### src/rtl/seq_left_shifter_if.sv
// Handshake and data bundle between the ALU issue logic (master) and the
// multi-cycle left shift/rotate unit (slave).
interface seq_left_shifter_if #(
    parameter int WIDTH = 16,
    parameter int CNT_W = 4
);
    logic             start;
    logic [WIDTH-1:0] In;
    logic [CNT_W-1:0] Cnt;
    logic             Rot;
    logic             busy;
    logic             done;
    logic [WIDTH-1:0] Out;

    modport master (
        output start, In, Cnt, Rot,
        input  busy, done, Out
    );

    modport slave (
        input  start, In, Cnt, Rot,
        output busy, done, Out
    );
endinterface

### src/rtl/seq_left_shifter.sv
// Iterative left shift / rotate unit with start/busy/done handshake.
// Define FAST_SHIFT_EN to step by 4 bits while at least 4 remain.
module seq_left_shifter #(
    parameter int WIDTH = 16,
    parameter int CNT_W = 4
) (
    input  logic                clk,
    input  logic                rst,
    seq_left_shifter_if.slave   bus
);

    typedef enum logic [1:0] {
        IDLE  = 2'd0,
        SHIFT = 2'd1,
        DONE  = 2'd2
    } state_t;

    state_t           state_q, state_d;
    logic [WIDTH-1:0] out_q, out_d;
    logic [CNT_W-1:0] rem_q, rem_d;
    logic             rot_q, rot_d;

    // Out doubles as the working register, so intermediate values are visible while busy.
    always_ff @(posedge clk) begin
        if (rst) begin
            state_q <= IDLE;
            out_q   <= '0;
            rem_q   <= '0;
            rot_q   <= 1'b0;
        end else begin
            state_q <= state_d;
            out_q   <= out_d;
            rem_q   <= rem_d;
            rot_q   <= rot_d;
        end
    end

    always_comb begin
        state_d = state_q;
        out_d   = out_q;
        rem_d   = rem_q;
        rot_d   = rot_q;

        unique case (state_q)
            IDLE: begin
                if (bus.start) begin
                    out_d   = bus.In;
                    rem_d   = bus.Cnt;
                    rot_d   = bus.Rot;
                    state_d = (bus.Cnt == '0) ? DONE : SHIFT;
                end
            end

            SHIFT: begin
`ifdef FAST_SHIFT_EN
                if (rem_q >= CNT_W'(4)) begin
                    out_d = rot_q ? {out_q[WIDTH-5:0], out_q[WIDTH-1:WIDTH-4]}
                                  : {out_q[WIDTH-5:0], 4'b0000};
                    rem_d = rem_q - CNT_W'(4);
                end else begin
                    out_d = {out_q[WIDTH-2:0], rot_q & out_q[WIDTH-1]};
                    rem_d = rem_q - CNT_W'(1);
                end
`else
                out_d = {out_q[WIDTH-2:0], rot_q & out_q[WIDTH-1]};
                rem_d = rem_q - CNT_W'(1);
`endif
                if (rem_d == '0) begin
                    state_d = DONE;
                end
            end

            DONE: begin
                state_d = IDLE;
            end

            default: begin
                state_d = IDLE;
            end
        endcase
    end

    assign bus.busy = (state_q == SHIFT);
    assign bus.done = (state_q == DONE);
    assign bus.Out  = out_q;

endmodule

### src/flat_wrapper.sv
// flat-port wrapper written by rule: the top's interface ports become plain ports
module seq_left_shifter_flat 
#(
    parameter int WIDTH = 16,
    parameter int CNT_W = 4
)
  (clk, rst, bus_start, bus_In, bus_Cnt, bus_Rot, bus_busy, bus_done, bus_Out);
  seq_left_shifter_if #(.WIDTH(WIDTH), .CNT_W(CNT_W)) bus_i ();
  input  logic clk;
  input  logic rst;
  input wire logic [$bits(bus_i.start)-1:0] bus_start;
  input wire logic [$bits(bus_i.In)-1:0] bus_In;
  input wire logic [$bits(bus_i.Cnt)-1:0] bus_Cnt;
  input wire logic [$bits(bus_i.Rot)-1:0] bus_Rot;
  output wire logic [$bits(bus_i.busy)-1:0] bus_busy;
  output wire logic [$bits(bus_i.done)-1:0] bus_done;
  output wire logic [$bits(bus_i.Out)-1:0] bus_Out;
  assign bus_i.start = bus_start;
  assign bus_i.In = bus_In;
  assign bus_i.Cnt = bus_Cnt;
  assign bus_i.Rot = bus_Rot;
  assign bus_busy = bus_i.busy;
  assign bus_done = bus_i.done;
  assign bus_Out = bus_i.Out;
  seq_left_shifter #(.WIDTH(WIDTH), .CNT_W(CNT_W)) u_core (.clk(clk), .rst(rst), .bus(bus_i));
endmodule
### config.mk
export PLATFORM = sky130hd
export DESIGN_NAME = seq_left_shifter_flat
export DESIGN_NICKNAME = d
export VERILOG_FILES = /design/src/rtl/seq_left_shifter_if.sv /design/src/rtl/seq_left_shifter.sv /design/src/flat_wrapper.sv
export SDC_FILE = /design/constraint.sdc
export NUM_CORES = 1
export LEC_CHECK = 0
export ABC_AREA = 1
export CELL_PAD_IN_SITES_DETAIL_PLACEMENT = 1
export CELL_PAD_IN_SITES_GLOBAL_PLACEMENT = 1
export CORE_MARGIN = 2
export CORE_UTILIZATION = 27
export CTS_CLUSTER_DIAMETER = 30
export DETAILED_ROUTE_END_ITERATION = 8
export GPL_TIMING_DRIVEN = 0
export PLACE_DENSITY = 0.83
export REMOVE_ABC_BUFFERS = 1
export SLEW_MARGIN = 10
export SYNTH_ARGS = -nofsm -noshare
export SYNTH_HDL_FRONTEND = slang
export SYNTH_SLANG_ARGS = --single-unit
### constraint.sdc
create_clock -name clk -period 1.2 [get_ports clk]
set_input_delay 0.36 -clock clk [delete_from_list [all_inputs] [get_ports clk]]
set_output_delay 0.36 -clock clk [all_outputs]
set_load 0.05 [all_outputs]
# Word level (Yosys, flattened, before mapping)
# Cells that the tools add are included.
word_totals:
  reg_bits: 23
  input_bits: 24
  output_inout_bits: 18
  wordCells: 25
classes:
  addsub: 1
  eq_ne: 4
  muxes: 8
  n_bitwise: 1
  n_reduce_logical: 7
ops:
  columns: ["operator", "n"]
  rows:
  - ["16-bit case mux with 2 select lines", 1]
  - ["16-bit two-way mux", 1]
  - ["4-bit logical NOT", 2]
  - ["4-bit case mux with 2 select lines", 1]
  - ["2-bit two-way mux", 3]
  - ["2-bit AND reduction", 3]
  - ["4-bit two-way mux", 1]
  - ["2-bit case mux with 2 select lines", 1]
  - ["4-bit by 1-bit subtractor with 4-bit output (second input constant)", 1]
  - ["2-bit by 1-bit == test with 1-bit output (second input constant)", 1]
  - ["2-bit == test (second input constant)", 1]
  - ["2-bit logical NOT", 1]
  - ["2-bit by 1-bit inequality test with 1-bit output (second input constant)", 1]
  - ["2-bit inequality test (second input constant)", 1]
  - ["2-bit nonzero test", 1]
  - ["1-bit bitwise AND", 1]

# Depth between registers and ports, before layout
depth:
  word_depth: 4
  ltp_mapped: 9
  depth_no_buf: 9

# Worst setup path after synthesis
# OpenSTA, ideal clock, no wires.
synth_timing:
  kind: "register to output"
  startpoint: "reg u_core.state_q[1]"
  endpoint: "out bus_done"
  arrival_ns: 1.182
  required_ns: 0.840
  setup_slack_ns: -0.342
  stages_incl_launch_ff: 3
  n_path_buf: 0
  cell_sequence: "dfxtp_1 inv_2 nor2_1"
synth_via:
  elab_chain_cells: 1
synth_rtl:
  columns: ["element", "line_no", "rtl"]
  rows:
  - ["from (decl)", "seq_left_shifter.sv:18", "state_t state_q, state_d;"]
  - ["from (signal assigned)", "seq_left_shifter.sv:31", "state_q <= state_d;"]
  - ["2-bit == test", "seq_left_shifter.sv:84", "assign bus.done = (state_q == DONE);"]
  - ["to (decl)", "flat_wrapper.sv:16", "output wire logic [$bits(bus_i.done)-1:0] bus_done;"]
# No other way between the ends.

# Worst setup path in the final report
layout_timing:
  startpoint: "reg u_core.state_q[0]"
  endpoint: "out bus_busy"
layout_via:
  elab_chain_cells: 1
layout_rtl:
  columns: ["element", "line_no", "rtl"]
  rows:
  - ["2-bit by 1-bit == test with 1-bit output", "seq_left_shifter.sv:83", "assign bus.busy = (state_q == SHIFT);"]
  - ["to (decl)", "flat_wrapper.sv:15", "output wire logic [$bits(bus_i.busy)-1:0] bus_busy;"]
# No other way between the ends.

==> results by group <==
Run status
  • Outcome: finished with violations
  • Failing checks: negative setup slack

CTS
  • Clk buf depth: 2
  • Clock latency on the worst-skew pair: ~0.26 ns
  • Clk sinks: 23
  • H-tree depth: 1
  • Clock root buffer: clkbuf_8
  • CTS tree: yes
  • Clock buffer count from CTS: 3
  • Clk slew on worst S/H paths: around 0.080 ns

STA
  • Slew HR: 71.7%
  • Fin. Hold Viols: 0
  • Unrepaired setup endpoints after global routing: yes
  • Max Slew Vio Count: 0
  • Final worst slack: -0.121 ns
  • WHS: between 0.4 and 0.5 ns
  • Final worst path period share: 110%
  • Slew @ Worst Pin: 0.424 ns
  • Fin crit period: between 1 and 1.5 ns
  • Final setup vio count: 21
  • Fmax: around 760 MHz
  • Final Skew: 0.00320 ns

Worst setup path
  • Reg2reg end: u_core.rem_q[0]
  • CP Launch Type: register
  • Slowest cell on crit path: dfxtp_4
  • R2R setup slack: -0.06 ns
  • Worst EP arrival: 0.96 ns
  • Largest delay share family, worst path: flip-flops
  • Peak fanout along the critical path: 5
  • Worst path max stage delay: 0.40 ns
  • Critical Path Sink Type: primary output
  • WP data required: 0.84 ns
  • CP Cell Sequence: inv_4, nor2_8, buf_8
  • RR Startpoint: u_core.state_q[0]
  • Worst Path Buf+Inv: 2
  • Crit path kind: register to primary output
  • FF-to-FF path depth: 6

Detailed routing
  • Final WL: approximately 4 mm
  • Drt wl/cell: between 10 and 15 microns
  • DR iter-0 viols: 57
  • DR vias: roughly 1,400
  • Drt pass-1 iters: 4
  • Residual DRC count: 0
  • Vias per cell: 4.72
  • Detail Route Antenna Nets: 0

Cells and area
  • Share of cells above drive strength 1: a little over a third
  • Area Overhead vs Synth: 64.4%
  • Design area: approximately 2000 sq um
  • ANT cells: 0
  • Fill cells: between 500 and 600
  • Commonest non-fill, non-tap cell in the layout: nand2_1
  • Commonest cells after routing, fill and taps aside: 63 x nand2_1, 34 x nor2_1, 21 x clkdlybuf4s50_1
  • Reg area: 489 sq um
  • Multi-input logic area: 723 sq um
  • Nets: 268

GRT
  • Largest net degree at the start of global routing: 22
  • Antenna violations before repair: 0
  • Gr ovfl total: 0
  • Number of global-route vias before repair: around 1,400
  • Total track usage: 15.8%
  • Global-route wire length before repair: 6.33 mm

Floorplan
  • Core region area: ~4300 sq um
  • Die span in x: 70.5 microns
  • Cell row count: 24
  • I/O Pins: 42
  • Die area: slightly below 5000 sq um
  • Initial Util: between 20% and 30%
  • Chip height: about 71 microns

Min path
  • Hold wc startpoint: u_core.rot_q
  • HP Class: register to register
  • WHS Endpoint: u_core.rot_q
  • Hold Crit Depth: 2

Place
  • Place WS: -0.904 ns
  • Post-place instance area: 1620 sq um
  • Number of port buffers: 41
  • GP Congestion: 0.761
  • Post-DP HPWL: between 2 and 2.5 mm

Synth
  • Netlist cell types: 19
  • Post-Syn Area per Cell: about 6.4 sq um
  • Yosys warning total: 0
  • Synth Register Bits: 23
  • Syn Inst Count: about 190
  • Synthesized cell area: between 1000 and 1500 sq um
  • Post-synthesis sequential area ratio: between 30% and 40%

Power
  • Leakage: 0.000901 uW
  • Power Density: around 1700 nW/um^2
  • Max VDD drop: 0.969 mV

Job
  • Max Cap Viol: 0
cells by family after synthesis:
family          share of synthesized area [%]
fa+ha+maj                                2.09
simple gates                             36.4
buf+inv                                  9.32
flops                                    38.5
compound gates                           13.6
cell usage after synthesis:
library cell	instances	area share (%)
o21ai_0	14	5.9
buf_8	1	1.3
ha_1	2	2.1
o211ai_1	1	0.63
o21ai_4	1	1.4
nand2_1	64	20
nand3_1	6	2.5
inv_1	12	3.8
a21oi_1	4	1.7
clkbuf_1	2	0.63
nor2_8	1	1.7
nand2_2	1	0.52
nor2_1	37	12
o21ai_1	8	3.4
inv_2	3	0.94
dfxtp_1	23	39
buf_2	2	0.84
o2111ai_1	1	0.73
buf_4	3	1.9
worst register-to-register path, cell delays in order (launching register included):
cell	delay, ns
dfxtp_4	0.38
buf_4	0.15
o21ai_4	0.22
buf_6	0.16
inv_6	0.06
o211ai_1	0.08
a21oi_1	0.09
routing by layer:
metal | vias up | track usage [%] | wire (microns)
met3 | 4 | 3.17 | 176
met2 | 27 | 27.5 | 2070
met5 | - | 0 | 0
met4 | 0 | 3.63 | 32
li1 | 694 | - | -
met1 | 658 | 20.2 | 1770
flip-flops by register name (all words and copies together) (netlist names):
register        cells
u_core.state_q      2
u_core.rem_q        4
u_core.rot_q        1
u_core.bus.Out     16
cell type report:
class	count	share of cell area, %
Clock buffer	4	2.29
Multi-Input combinational cell	141	36.8
Tap cell	52	3.31
Inverter	15	3.82
Timing Repair inverter	3	1.21
Sequential cell	23	24.9
Timing Repair Buffer	55	27.6
per-stage QoR:
stage,cells,power [uW],utilization (%),TNS [ns]
4_1_cts,288,3120,41.6,-0.386
3_3_place_gp,271,2460,37.6,-24.15
2_1_floorplan,178,1990,-,-1.04
3_5_place_dp,271,2480,37.6,-23.99
5_1_grt,293,3580,45.7,-1.86
6_report,293,3360,45.7,-0.505
how the worst max path moves through the flow:
stage,start,end,slack (ns),cells past startpoint
global placement,bus_start,u_core.bus.Out[7],-0.91,5
detailed placement,bus_start,u_core.bus.Out[6],-0.90,5
finish,u_core.state_q[0],bus_busy,-0.12,3
CTS,u_core.state_q[0],bus_busy,-0.15,3
floorplan,u_core.state_q[1],bus_done,-0.34,2
global route,u_core.state_q[0],bus_busy,-0.15,3
report_power, final:
group	internal, uW	switching, uW	total, uW
sequential	941	171	1110
clock	236	233	470
combinational	673	1100	1770
total	1850	1500	3360
timing repair:
item,in CTS,in global routing
setup buffers,10,4
cloned,3,1
gates resized for setup,135,63
pin swaps,2,3
setup endpoints to repair,41,39
hold buffers,0,0
Power figures use the tool's default switching activity.
